[src/rtl/wb_writer.sv]
// wb_writer: writeback-side sequencer for the integer register file.
// Merges ALU results and in-order load responses onto one regfile write port
// and keeps a scoreboard of in-flight load destinations that stalls decode.
// Optional feature macro: WB_BYPASS_EN (forward the registered write to the
// decode operands instead of stalling on a same-cycle regfile write).
module wb_writer #(
  parameter int LQ_DEPTH = 2
) (
  input  logic        clk,
  input  logic        rst,
  input  logic        alu_valid_M,
  input  logic [4:0]  alu_rd_M,
  input  logic [31:0] alu_data_M,
  input  logic        ld_issue_valid,
  output logic        ld_issue_ready,
  input  logic [4:0]  ld_issue_rd,
  input  logic [2:0]  ld_issue_funct3,
  input  logic [1:0]  ld_issue_addr_lo,
  input  logic        ld_resp_valid,
  input  logic [31:0] ld_resp_data,
  input  logic [4:0]  rs1_D,
  input  logic [4:0]  rs2_D,
  input  logic [31:0] rdata1_D,
  input  logic [31:0] rdata2_D,
  output logic [31:0] rs1_val_D,
  output logic [31:0] rs2_val_D,
  output logic        stall_D,
  output logic [4:0]  rd_W,
  output logic [31:0] Wdata,
  output logic        we_reg_W,
  output logic        err_resp
);

  localparam int PW = (LQ_DEPTH > 1) ? $clog2(LQ_DEPTH) : 1;
  localparam int CW = $clog2(LQ_DEPTH + 1);

  // Pending-load queue storage
  logic [4:0]          r_q_rd   [LQ_DEPTH];
  logic [2:0]          r_q_f3   [LQ_DEPTH];
  logic [1:0]          r_q_alo  [LQ_DEPTH];
  logic [31:0]         r_q_data [LQ_DEPTH];
  logic [LQ_DEPTH-1:0] r_valid;
  logic [LQ_DEPTH-1:0] r_filled;
  logic [PW-1:0]       r_head;
  logic [PW-1:0]       r_tail;
  logic [PW-1:0]       r_fill;
  logic [CW-1:0]       r_count;

  // Registered write port and sticky error
  logic [4:0]  r_rd_w;
  logic [31:0] r_wdata;
  logic        r_we;
  logic        r_err;

  logic                w_push;
  logic                w_fill;
  logic                w_pop;
  logic [31:0]         w_fmt;
  logic [LQ_DEPTH-1:0] w_hit1;
  logic [LQ_DEPTH-1:0] w_hit2;
  logic                w_sb_stall;
  logic                w_wb_match1;
  logic                w_wb_match2;

  // Circular increment; depth need not be a power of two
  function automatic logic [PW-1:0] ptr_inc(input logic [PW-1:0] p);
    logic [PW-1:0] n;
    if (p == PW'(LQ_DEPTH - 1)) n = '0;
    else                        n = p + 1'b1;
    return n;
  endfunction

  // Extract and extend the addressed byte/half from the raw aligned word
  function automatic logic [31:0] load_format(input logic [31:0] word,
                                              input logic [2:0]  f3,
                                              input logic [1:0]  alo);
    logic [7:0]  b;
    logic [15:0] h;
    logic [31:0] res;
    case (alo)
      2'd0:    b = word[7:0];
      2'd1:    b = word[15:8];
      2'd2:    b = word[23:16];
      default: b = word[31:24];
    endcase
    h = alo[1] ? word[31:16] : word[15:0];
    case (f3)
      3'b000:  res = {{24{b[7]}}, b};
      3'b001:  res = {{16{h[15]}}, h};
      3'b100:  res = {24'd0, b};
      3'b101:  res = {16'd0, h};
      default: res = word;
    endcase
    return res;
  endfunction

  assign ld_issue_ready = (r_count < CW'(LQ_DEPTH));
  assign w_push = ld_issue_valid && ld_issue_ready;
  // Fill only targets entries that already exist, never the one being pushed
  assign w_fill = ld_resp_valid && r_valid[r_fill] && !r_filled[r_fill];
  // ALU results take the write port first; a filled head waits otherwise
  assign w_pop  = !alu_valid_M && r_filled[r_head];
  assign w_fmt  = load_format(ld_resp_data, r_q_f3[r_fill], r_q_alo[r_fill]);

  // Scoreboard: compare decode sources against every live entry
  for (genvar gi = 0; gi < LQ_DEPTH; gi++) begin : g_sb
    assign w_hit1[gi] = r_valid[gi] && (r_q_rd[gi] == rs1_D);
    assign w_hit2[gi] = r_valid[gi] && (r_q_rd[gi] == rs2_D);
  end

  assign w_sb_stall  = ((rs1_D != 5'd0) && (|w_hit1)) || ((rs2_D != 5'd0) && (|w_hit2));
  assign w_wb_match1 = r_we && (r_rd_w == rs1_D) && (rs1_D != 5'd0);
  assign w_wb_match2 = r_we && (r_rd_w == rs2_D) && (rs2_D != 5'd0);

`ifdef WB_BYPASS_EN
  assign rs1_val_D = w_wb_match1 ? r_wdata : rdata1_D;
  assign rs2_val_D = w_wb_match2 ? r_wdata : rdata2_D;
  assign stall_D   = w_sb_stall;
`else
  // Regfile has no internal bypass, so a same-cycle write must be waited out
  assign rs1_val_D = rdata1_D;
  assign rs2_val_D = rdata2_D;
  assign stall_D   = w_sb_stall || w_wb_match1 || w_wb_match2;
`endif

  assign rd_W     = r_rd_w;
  assign Wdata    = r_wdata;
  assign we_reg_W = r_we;
  assign err_resp = r_err;

  // Queue state: push at tail, fill oldest unfilled, pop filled head
  always_ff @(posedge clk or posedge rst) begin
    if (rst) begin
      for (int i = 0; i < LQ_DEPTH; i++) begin
        r_q_rd[i]   <= '0;
        r_q_f3[i]   <= '0;
        r_q_alo[i]  <= '0;
        r_q_data[i] <= '0;
      end
      r_valid  <= '0;
      r_filled <= '0;
      r_head   <= '0;
      r_tail   <= '0;
      r_fill   <= '0;
      r_count  <= '0;
    end else begin
      if (w_push) begin
        r_q_rd[r_tail]   <= ld_issue_rd;
        r_q_f3[r_tail]   <= ld_issue_funct3;
        r_q_alo[r_tail]  <= ld_issue_addr_lo;
        r_valid[r_tail]  <= 1'b1;
        r_filled[r_tail] <= 1'b0;
        r_tail           <= ptr_inc(r_tail);
      end
      if (w_fill) begin
        r_q_data[r_fill] <= w_fmt;
        r_filled[r_fill] <= 1'b1;
        r_fill           <= ptr_inc(r_fill);
      end
      if (w_pop) begin
        r_valid[r_head]  <= 1'b0;
        r_filled[r_head] <= 1'b0;
        r_head           <= ptr_inc(r_head);
      end
      r_count <= r_count + CW'(w_push) - CW'(w_pop);
    end
  end

  // Register the selected write; address/data hold when nothing retires
  always_ff @(posedge clk or posedge rst) begin
    if (rst) begin
      r_rd_w  <= '0;
      r_wdata <= '0;
      r_we    <= 1'b0;
    end else if (alu_valid_M) begin
      r_rd_w  <= alu_rd_M;
      r_wdata <= alu_data_M;
      r_we    <= (alu_rd_M != 5'd0);
    end else if (w_pop) begin
      r_rd_w  <= r_q_rd[r_head];
      r_wdata <= r_q_data[r_head];
      r_we    <= (r_q_rd[r_head] != 5'd0);
    end else begin
      r_we    <= 1'b0;
    end
  end

  // Sticky flag for a response with nothing left to fill
  always_ff @(posedge clk or posedge rst) begin
    if (rst)                          r_err <= 1'b0;
    else if (ld_resp_valid && !w_fill) r_err <= 1'b1;
  end

endmodule

[config.mk]
export PLATFORM = sky130hd
export DESIGN_NAME = wb_writer
export DESIGN_NICKNAME = d
export VERILOG_FILES = /design/src/rtl/wb_writer.sv
export SDC_FILE = /design/constraint.sdc
export NUM_CORES = 1
export LEC_CHECK = 0
export CORE_MARGIN = 3
export CORE_UTILIZATION = 44
export CTS_CLUSTER_DIAMETER = 40
export DETAILED_ROUTE_END_ITERATION = 16
export MAX_ROUTING_LAYER = met4
export PLACE_DENSITY = 0.79
export SYNTH_ARGS = -nofsm -noshare
export SYNTH_HDL_FRONTEND = slang
export SYNTH_SLANG_ARGS = --single-unit
[constraint.sdc]
create_clock -name clk -period 6.59 [get_ports clk]
set_input_delay 1.977 -clock clk [delete_from_list [all_inputs] [get_ports clk]]
set_output_delay 1.977 -clock clk [all_outputs]
set_load 0.03 [all_outputs]
## After elaboration in Yosys (flattened, before gate mapping)

Cells that the tools add are included.

| storage, ports and cells | value |
|---|---|
| bits in registers | 132 |
| output and inout bits | 105 |
| word-level logic and storage cells | 144 |

| operators by class | value |
|---|---|
| $add $sub $neg | 5 |
| magnitude comparators | 12 |
| eq/ne operators | 11 |
| multiplexer cells | 53 |
| bitwise gates (word level) | 10 |
| reduce and logical (&&, ||, !) cells | 35 |

Operator list:

| kind | number |
|---|---|
| 2-to-1 mux 32 bit | 6 |
| one-hot mux 32 bit (4 select lines) | 1 |
| bitwise mux 64 bit | 1 |
| demux 32 bit (select 1 bit) | 1 |
| equality test 5 bit | 6 |
| 2-to-1 mux 5 bit | 6 |
| one-hot mux 8 bit (3 select lines) | 1 |
| logical AND 1 bit | 20 |
| nonzero test 5 bit | 4 |
| 2-to-1 mux 2 bit | 9 |
| 2-to-1 mux 16 bit | 1 |
| 2-to-1 mux 1 bit | 14 |
| 2-to-1 mux 3 bit | 4 |
| bitwise mux 10 bit | 1 |
| AND 2 bit | 3 |
| bitwise mux 6 bit | 1 |
| equality test 3 bit (second input constant) | 2 |
| greater-or-equal comparator 2 bit (second input constant) | 3 |
| less-than comparator 1 x 2 -> 1 bit (second input constant) | 3 |
| inverter 1 -> 2 bit | 3 |
| demux 5 bit (select 1 bit) | 1 |
| bitwise mux 4 bit | 1 |
| less-than comparator 2 x 1 -> 1 bit (second input constant) | 2 |
| inverter 2 bit | 2 |
| 18 further kinds | 30 |

## Logic depth before layout (Yosys ltp)

Gate-level depths: netlist of the first run.

| depth | value |
|---|---|
| depth after elaboration | 11 |
| gate-level depth with buffers | 10 |

## Worst setup path after synthesis of the first run

OpenSTA, ideal clock, no wires.

| timing path | value |
|---|---|
| path kind | input port to output port |
| start point | in rs1_D[3] |
| end point | out stall_D |
| data arrival time | 3157 ps |
| data required time | 4613 ps |
| path slack | 1456 ps |
| stages | 5 |
| buffers on the path | 0 |
| cell sequence | xor2_1 > nor4_1 > nand3_1 > and3_1 > o22ai_1 |

| on the way | value |
|---|---|
| word-level cells in the longest chain between the ends | 7 |

RTL lines:

| item | line | RTL |
|---|---|---|
| start, declared | 21 | `input logic [4:0] rs1_D,` |
| equality test 5 bit | 107 | `assign w_hit1[gi] = r_valid[gi] && (r_q_rd[gi] == rs1_D);` |
| logical AND 1 bit | 107 |  |
| OR reduction 2 bit | 111 | `assign w_sb_stall = ((rs1_D != 5'd0) && (\|w_hit1)) \|\| ((rs2_D != 5'd0) && (\|w_hit2));` |
| logical AND 1 bit | 111 |  |
| logical OR 1 bit | 111 |  |
| logical OR 1 bit * (2 in series) | 123 | `assign stall_D = w_sb_stall \|\| w_wb_match1 \|\| w_wb_match2;` |
| end, declared | 27 | `output logic stall_D,` |

Mark *: on every way between the ends. The rest lies on a longest branch, timed or not.

## Worst setup path in the final report of the first run

Ends and elaborated chain as after synthesis.

==> impl_metrics.prom, run 1 <==
# TYPE chip_impl_metric gauge
chip_impl_info{name="result_of_the_run",value="finished, final reports clean"} 1
chip_impl_metric{name="crit_fanout",unit=""} 4
chip_impl_metric{name="layout_min_cycle_time",unit="ns"} 6.09
chip_impl_metric{name="cellPowerDensity",unit="nW/um^2"} 536
chip_impl_metric{name="skew",unit="ns"} 0.00807
chip_impl_metric{name="grt_util_all_layers",unit="%"} 21.4
chip_impl_metric{name="gp_congestion",unit=""} 0.922
chip_impl_info{name="critical_path.reg2reg.endpoint",value="r_q_data[8]$_DFFE_PP0P_"} 1
chip_impl_metric{name="clock.fmax",unit="GHz"} 0.164
chip_impl_metric{name="finalSetupViolCount",unit=""} 0
chip_impl_metric{name="coreArea",unit="um^2"} 15500
chip_impl_metric{name="finalHoldViolations",unit=""} 0
chip_impl_metric{name="synthesis.instances",unit=""} 765
chip_impl_metric{name="dpl_ws",unit="ns"} 0.482
chip_impl_metric{name="viasPerCell",unit=""} 5.46
chip_impl_metric{name="drtAntennaViolNets",unit=""} 0
chip_impl_metric{name="clock_power_share",unit="%"} 21.3
chip_impl_metric{name="1st_pass_router_iterations",unit=""} 5
chip_impl_metric{name="tightestPinTransition",unit="ns"} 0.996
chip_impl_info{name="netlist_top_cells_area",value="sky130_fd_sc_hd__dfrtp_1, sky130_fd_sc_hd__mux2i_1, sky130_fd_sc_hd__buf_4, sky130_fd_sc_hd__nor2_1, sky130_fd_sc_hd__nand2_1"} 1
chip_impl_metric{name="cts_repair_resize_count",unit=""} 0
chip_impl_metric{name="areaGrowthSynthToFinish",unit="%"} 22.9
chip_impl_metric{name="totalPowerFinal",unit="uW"} 4710
chip_impl_metric{name="layout-drive-gt1-share",unit="%"} 8.95
chip_impl_info{name="startpoint_type",value="input pin"} 1
chip_impl_metric{name="grt_pass1_vias",unit=""} 5600
chip_impl_metric{name="grt.overflow.total",unit=""} 0
chip_impl_info{name="ys_dominant_reg_cell",value="sky130_fd_sc_hd__dfrtp_1"} 1
chip_impl_metric{name="wl_per_cell",unit="um"} 17.8
chip_impl_info{name="tritoncts",value="yes"} 1
chip_impl_info{name="rsz0062_at_grt",value="no"} 1
chip_impl_metric{name="die_area",unit="um^2"} 17800
chip_impl_metric{name="fp.dieW",unit="um"} 134
chip_impl_metric{name="power.static_leakage",unit="uW"} 0.00376
chip_impl_metric{name="hold_ws",unit="ns"} 0.459
chip_impl_info{name="endpoint_kind",value="output pin"} 1
chip_impl_metric{name="synthArstFlopShare",unit="%"} 100
chip_impl_info{name="cts_root_buffer",value="sky130_fd_sc_hd__clkbuf_16"} 1
chip_impl_metric{name="ys_seq_elements",unit=""} 132
chip_impl_metric{name="min_path_cells",unit=""} 1
chip_impl_metric{name="synth.yosys.seq_area_share",unit="%"} 46.2
chip_impl_metric{name="rows",unit=""} 45
chip_impl_metric{name="n_fill_cell",unit=""} 1365
chip_impl_metric{name="p_int",unit="uW"} 2770
chip_impl_metric{name="initialDrtViolationCount",unit=""} 494
chip_impl_metric{name="layout_setup_ws",unit="ns"} 0.496
chip_impl_metric{name="place_hpwl",unit="um"} 13300
chip_impl_metric{name="numCtsBuffers",unit=""} 17
chip_impl_metric{name="clkTransAtPathRegs",unit="ns"} 0.05
chip_impl_metric{name="comb_power_share",unit="%"} 46.5
chip_impl_metric{name="sinks_on_clock_net",unit=""} 132
chip_impl_metric{name="yosysWarningCount",unit=""} 0
chip_impl_metric{name="global_route_wire_length_before_repair",unit="um"} 29800
chip_impl_info{name="hold_removal_path_class",value="reg2reg"} 1
chip_impl_metric{name="synthesis.nets",unit=""} 925
chip_impl_metric{name="netlist.area_leader.share",unit="%"} 46.2
chip_impl_metric{name="power.share.switching",unit="%"} 41.2
chip_impl_metric{name="cts.path.max_buffers",unit=""} 2
chip_impl_metric{name="start_util",unit="%"} 46.1
chip_impl_info{name="whs_endpoint",value="err_resp$_DFFE_PP0P_"} 1
chip_impl_metric{name="clock_tree.htree_level_count",unit=""} 4
chip_impl_metric{name="cp_data_required_time",unit="ns"} 4.61
chip_impl_info{name="synth_common_cells",value="sky130_fd_sc_hd__dfrtp_1, sky130_fd_sc_hd__nor2_1, sky130_fd_sc_hd__nand2_1"} 1
chip_impl_metric{name="finalWirelength",unit="um"} 18500
chip_impl_metric{name="share_seq_of_total_power",unit="%"} 32.2
chip_impl_info{name="leading_cell_type_by_number_of_instances_after_synthesis",value="sky130_fd_sc_hd__dfrtp_1"} 1
chip_impl_metric{name="final_period_utilization",unit="%"} 92.5
chip_impl_metric{name="cts.hold.buffers_added",unit=""} 0
chip_impl_info{name="timing_worst_setup_path_type",value="in2out"} 1
chip_impl_metric{name="cts_setup_buffers",unit=""} 0
chip_impl_metric{name="post_synth_num_cell_types",unit=""} 43
chip_impl_metric{name="fin_util",unit="%"} 56.6
chip_impl_metric{name="r2r.worst_path.cells",unit=""} 5
chip_impl_metric{name="grt_start_max_net_pins",unit=""} 78
chip_impl_metric{name="finalMaxSlewViolations",unit=""} 0
chip_impl_metric{name="antenna_found_initial",unit=""} 0
chip_impl_metric{name="worst-r2r-setup-slack",unit="ns"} 3.57
chip_impl_metric{name="worst_ep_arrival_time",unit="ns"} 4.12
chip_impl_metric{name="maxCapViolCount",unit=""} 0
chip_impl_metric{name="clkLatencyLatePin",unit="ns"} 0.41
chip_impl_metric{name="dr_total_vias",unit=""} 5668
chip_impl_metric{name="num-nets-final",unit=""} 975
chip_impl_info{name="hold_path.startpoint",value="err_resp$_DFFE_PP0P_"} 1
chip_impl_metric{name="postSynthAreaPerCell",unit="um^2"} 9.36
chip_impl_info{name="crit-reg2reg-launch",value="r_fill$_DFFE_PP0N_"} 1
chip_impl_metric{name="buffer_ports.inserted",unit=""} 134
chip_impl_metric{name="antennaDiodeCount",unit=""} 0
chip_impl_metric{name="syn-cell-area",unit="um^2"} 7160
chip_impl_metric{name="maxSlewHeadroom",unit="%"} 33.4
chip_impl_metric{name="die_h",unit="um"} 134
chip_impl_info{name="synth_area_leader_cell",value="sky130_fd_sc_hd__dfrtp_1"} 1
chip_impl_metric{name="switchingPower",unit="uW"} 1940
chip_impl_metric{name="setup_total_negative_slack",unit="ns"} 0
chip_impl_metric{name="vdd_drop_max",unit="mV"} 0.215
chip_impl_metric{name="synth_edf_count",unit=""} 0
chip_impl_metric{name="design.portCount",unit=""} 263
chip_impl_metric{name="final_routed_drc_violation_total",unit=""} 0
-- worst max-delay path: stages --
cell and delay (ns):
sky130_fd_sc_hd__clkdlybuf4s50_1 0.51, sky130_fd_sc_hd__xor2_1 0.18, sky130_fd_sc_hd__nor4_1 0.29, sky130_fd_sc_hd__nand3_1 0.11, sky130_fd_sc_hd__and3_1 0.20, sky130_fd_sc_hd__o22ai_1 0.16
sky130_fd_sc_hd__clkdlybuf4s50_1 0.69
-- stage by stage --
step	instances	area, um^2
after global placement	1007	8170
after CTS	1038	8800
after global routing	1038	8800
after floorplan	765	7160
after detailed placement	1007	8170
final	1038	8800
-- layer usage --
layer	global-route usage (%)	vias up	part of all wire, %
li1	-	2692	-
met1	30.9	2718	47
met2	31.2	232	45
met3	4.19	26	7.2
met4	5.14	0	1.2
met5	-	-	0
-- power groups by stage --
stage	Clock (uW)	Combinational (uW)	Sequential, uW
after global placement	0	2130	1510
after detailed placement	0	2180	1530
final	1000	2190	1520
after global routing	1050	2390	1580
after floorplan	0	1430	1650
after CTS	1020	2190	1520
-- worst max-delay path by stage --
stage / startpoint / endpoint / cells past startpoint
after CTS: rs1_D[3] / stall_D / 7
final: rs1_D[3] / stall_D / 7
after global routing: rs1_D[3] / stall_D / 7
after floorplan: rst / Wdata[0]$_DFFE_PP0P_ / 1
after global placement: rs1_D[3] / stall_D / 7
after detailed placement: rs1_D[3] / stall_D / 7
-- flip-flops by register name, summed over array words and instances, names as in the netlist, 4 cells and up --
name and flops:
r_q_rd 10, r_q_f3 6, r_q_data 64, r_q_alo 4
Wdata 32, rd_W 5
-- placed cells by master, fill, tap and decap left out, types with 11 or more instances in the layout --
master,n
sky130_fd_sc_hd__dfrtp_1,131
sky130_fd_sc_hd__mux2_2,23
sky130_fd_sc_hd__xor2_1,24
sky130_fd_sc_hd__a31oi_1,53
sky130_fd_sc_hd__nor2_1,101
sky130_fd_sc_hd__clkbuf_16,17
sky130_fd_sc_hd__a21oi_1,46
sky130_fd_sc_hd__o21ai_0,36
sky130_fd_sc_hd__inv_1,11
sky130_fd_sc_hd__mux2i_1,51
sky130_fd_sc_hd__clkdlybuf4s50_1,133
sky130_fd_sc_hd__nand2_1,91
-- cells by family after synthesis --
logic type,share of synthesized area [%]
buffers and inverters,10.0
AO/OA/AOI/OAI,14.1
multiplexers,11.4
adder cells (fa/ha/maj),0.350
XOR/XNOR,3.92
flip-flops,46.2
AND/OR/NAND/NOR,14.1
-- area by class of cell --
cell class / instances / area (um^2) / share of cell area, %
well taps: 211 / 264 / 3.00
clock buffers: 19 / 453 / 5.15
multi-input cells: 510 / 3150 / 35.8
flip-flops and latches: 132 / 3300 / 37.6
clock inverters: 12 / 180 / 2.05
inverters: 12 / 47.5 / 0.540
repair buffers: 142 / 1400 / 15.9
Note: power is estimated with default switching activity, not from simulation.
==> run 2: changes to the inputs <==
- clock period: 6.59 -> 7.9 ns (I/O delays scaled with it)
==> run 2 against run 1 <==
Critical path depth is the same. Worst hold slack gained 0.018 ns. Sequential share of layout area shrank 0.24 points. Largest cell class unchanged. Highest routed layer unchanged.
==> impl_metrics.prom, run 2 (synthesis results as in run 1) <==
# TYPE chip_impl_metric gauge
chip_impl_metric{name="crit_path_max_incr_delay",unit="ns"} 0.69
chip_impl_metric{name="num-nets-final",unit=""} 975
chip_impl_metric{name="skew",unit="ns"} 0.00927
chip_impl_metric{name="viasPerCell",unit=""} 5.49
chip_impl_metric{name="rows",unit=""} 45
chip_impl_metric{name="tightestPinTransition",unit="ns"} 0.978
chip_impl_metric{name="crit_buf_inv",unit=""} 2
chip_impl_metric{name="dr_total_vias",unit=""} 5709
chip_impl_metric{name="cp_data_required_time",unit="ns"} 5.53
chip_impl_info{name="whs_endpoint",value="Wdata[28]$_DFFE_PP0P_"} 1
chip_impl_metric{name="sinks_on_clock_net",unit=""} 132
chip_impl_metric{name="coreArea",unit="um^2"} 15500
chip_impl_metric{name="buffer_ports.inserted",unit=""} 134
chip_impl_metric{name="gp_congestion",unit=""} 0.905
chip_impl_info{name="timing.critical_path.slowest_stage_cell",value="sky130_fd_sc_hd__clkdlybuf4s50_1"} 1
chip_impl_metric{name="final_period_utilization",unit="%"} 87.6
chip_impl_info{name="path_cells",value="clkdlybuf4s50_1 -> xor2_1 -> nor4_1 -> nand3_1 -> and3_1 -> o22ai_1 -> clkdlybuf4s50_1"} 1
chip_impl_info{name="timing_worst_setup_path_type",value="in2out"} 1
chip_impl_info{name="rsz0062_at_grt",value="no"} 1
chip_impl_metric{name="die_h",unit="um"} 134
chip_impl_info{name="hold_removal_path_class",value="reg2reg"} 1
chip_impl_metric{name="grt_util_all_layers",unit="%"} 21.0
chip_impl_info{name="layout_common_cells",value="sky130_fd_sc_hd__clkdlybuf4s50_1, sky130_fd_sc_hd__dfrtp_1, sky130_fd_sc_hd__nor2_1, sky130_fd_sc_hd__nand2_1, sky130_fd_sc_hd__a31oi_1"} 1
chip_impl_metric{name="grt.overflow.total",unit=""} 0
chip_impl_metric{name="totalPowerFinal",unit="uW"} 4010
chip_impl_metric{name="finalWirelength",unit="um"} 18300
chip_impl_metric{name="grt_pass1_vias",unit=""} 5561
chip_impl_metric{name="layout-drive-gt1-share",unit="%"} 9.06
chip_impl_metric{name="finalHoldViolations",unit=""} 0
chip_impl_metric{name="die_area",unit="um^2"} 17800
chip_impl_info{name="timing.critical_path.mode_cell",value="sky130_fd_sc_hd__clkdlybuf4s50_1"} 1
chip_impl_metric{name="drtAntennaViolNets",unit=""} 0
chip_impl_metric{name="setup_total_negative_slack",unit="ns"} 0
chip_impl_metric{name="maxSlewHeadroom",unit="%"} 34.6
chip_impl_metric{name="place_hpwl",unit="um"} 13000
chip_impl_metric{name="hold_ws",unit="ns"} 0.477
chip_impl_info{name="tritoncts",value="yes"} 1
chip_impl_metric{name="antenna_found_initial",unit=""} 0
chip_impl_metric{name="crit_fanout",unit=""} 4
chip_impl_metric{name="clock_tree.htree_level_count",unit=""} 4
chip_impl_metric{name="worst_ep_arrival_time",unit="ns"} 4.55
chip_impl_info{name="endpoint_kind",value="output pin"} 1
chip_impl_info{name="crit-reg2reg-launch",value="r_fill$_DFFE_PP0N_"} 1
chip_impl_info{name="hold_path.startpoint",value="Wdata[28]$_DFFE_PP0P_"} 1
chip_impl_metric{name="clock.fmax",unit="GHz"} 0.145
chip_impl_metric{name="worst-r2r-setup-slack",unit="ns"} 4.94
chip_impl_metric{name="power.static_leakage",unit="uW"} 0.00379
chip_impl_metric{name="initialDrtViolationCount",unit=""} 498
chip_impl_metric{name="global_route_wire_length_before_repair",unit="um"} 29200
chip_impl_metric{name="cellPowerDensity",unit="nW/um^2"} 453
chip_impl_metric{name="antennaDiodeCount",unit=""} 0
chip_impl_metric{name="area.sequential",unit="um^2"} 3300
chip_impl_metric{name="numCtsBuffers",unit=""} 17
chip_impl_metric{name="n_fill_cell",unit=""} 1372
chip_impl_info{name="cts_root_buffer",value="sky130_fd_sc_hd__clkbuf_16"} 1
chip_impl_metric{name="r2r.worst_path.cells",unit=""} 5
chip_impl_info{name="critical_path.reg2reg.endpoint",value="r_q_data[14]$_DFFE_PP0P_"} 1
chip_impl_info{name="startpoint_type",value="input pin"} 1
chip_impl_metric{name="cts.path.max_buffers",unit=""} 2
chip_impl_metric{name="finalSetupViolCount",unit=""} 0
chip_impl_metric{name="layout_min_cycle_time",unit="ns"} 6.92
chip_impl_metric{name="finalMaxSlewViolations",unit=""} 0
chip_impl_metric{name="maxCapViolCount",unit=""} 0
chip_impl_metric{name="final_routed_drc_violation_total",unit=""} 0
chip_impl_info{name="critical-path-top-delay-family",value="buffers and inverters"} 1
chip_impl_metric{name="grt_start_max_net_pins",unit=""} 74
chip_impl_metric{name="clkLatencyLatePin",unit="ns"} 0.42
chip_impl_metric{name="start_util",unit="%"} 46.1
chip_impl_metric{name="1st_pass_router_iterations",unit=""} 5
chip_impl_metric{name="number_of_flip_flops_in_the_largest_register",unit=""} 64
chip_impl_metric{name="areaGrowthSynthToFinish",unit="%"} 23.7
chip_impl_metric{name="fp.dieW",unit="um"} 134
chip_impl_metric{name="cts_setup_buffers",unit=""} 0
chip_impl_metric{name="design.portCount",unit=""} 263
chip_impl_metric{name="vdd_drop_max",unit="mV"} 0.193
chip_impl_metric{name="multiInputGateArea",unit="um^2"} 3150
chip_impl_metric{name="min_path_cells",unit=""} 2
chip_impl_metric{name="cts_repair_resize_count",unit=""} 0
chip_impl_metric{name="wl_per_cell",unit="um"} 17.6
chip_impl_info{name="mostFrequentLayoutCell",value="sky130_fd_sc_hd__clkdlybuf4s50_1"} 1
chip_impl_info{name="registers.top_by_ff_count",value="r_q_data"} 1
chip_impl_metric{name="cts.hold.buffers_added",unit=""} 0
chip_impl_metric{name="clkTransAtPathRegs",unit="ns"} 0.06
chip_impl_info{name="result_of_the_run",value="finished, final reports clean"} 1
[run 2: through the flow]
| step | instance area [um^2] | utilization (%) | instances | worst slack, ns |
|---|---|---|---|---|
| 3_3_place_gp | 8170 | 52.5 | 1007 | 1.06 |
| 4_1_cts | 8860 | 57.0 | 1039 | 0.986 |
| 6_report | 8860 | 57.0 | 1039 | 0.981 |
| 3_5_place_dp | 8170 | 52.5 | 1007 | 0.990 |
| 5_1_grt | 8860 | 57.0 | 1039 | 0.866 |
| 2_1_floorplan | 7160 | - | 765 | 1.98 |
[run 2: layer usage]
metal | vias to the layer above | global-route usage (%) | part of all wire, %
li1 | 2688 | - | -
met1 | 2742 | 30.2 | 48
met2 | 253 | 29.9 | 44
met3 | 26 | 4.91 | 7.1
met4 | 0 | 5.89 | 1.4
met5 | - | - | 0
[run 2: layout make-up]
type | instances | share of cell area, %
flip-flops and latches | 132 | 37.3
clock buffers | 20 | 5.27
repair buffers | 142 | 15.8
inverters | 12 | 0.537
multi-input cells | 510 | 35.6
well taps | 211 | 2.98
clock inverters | 12 | 2.53
[run 2: worst max-delay path by stage]
stage / cells after the start / slack [ns] / start / endpoint
after CTS: 7 / 0.99 / rs1_D[2] / stall_D
after global routing: 7 / 0.87 / rs1_D[3] / stall_D
after floorplan: 5 / 1.98 / rs1_D[3] / stall_D
after detailed placement: 7 / 0.99 / rs1_D[2] / stall_D
final: 7 / 0.98 / rs1_D[2] / stall_D
after global placement: 7 / 1.06 / rs1_D[3] / stall_D
[run 2: worst min-delay path: stages (launching register included)]
cell and delay [ns]:
sky130_fd_sc_hd__dfrtp_1 0.34, sky130_fd_sc_hd__nand2_1 0.04, sky130_fd_sc_hd__o21ai_0 0.06
[run 2: report_power, final]
group	leakage, uW	internal, uW	switching [uW]
logic	0.00192	753	1070
clock network	0.000325	617	297
registers	0.00155	1010	257
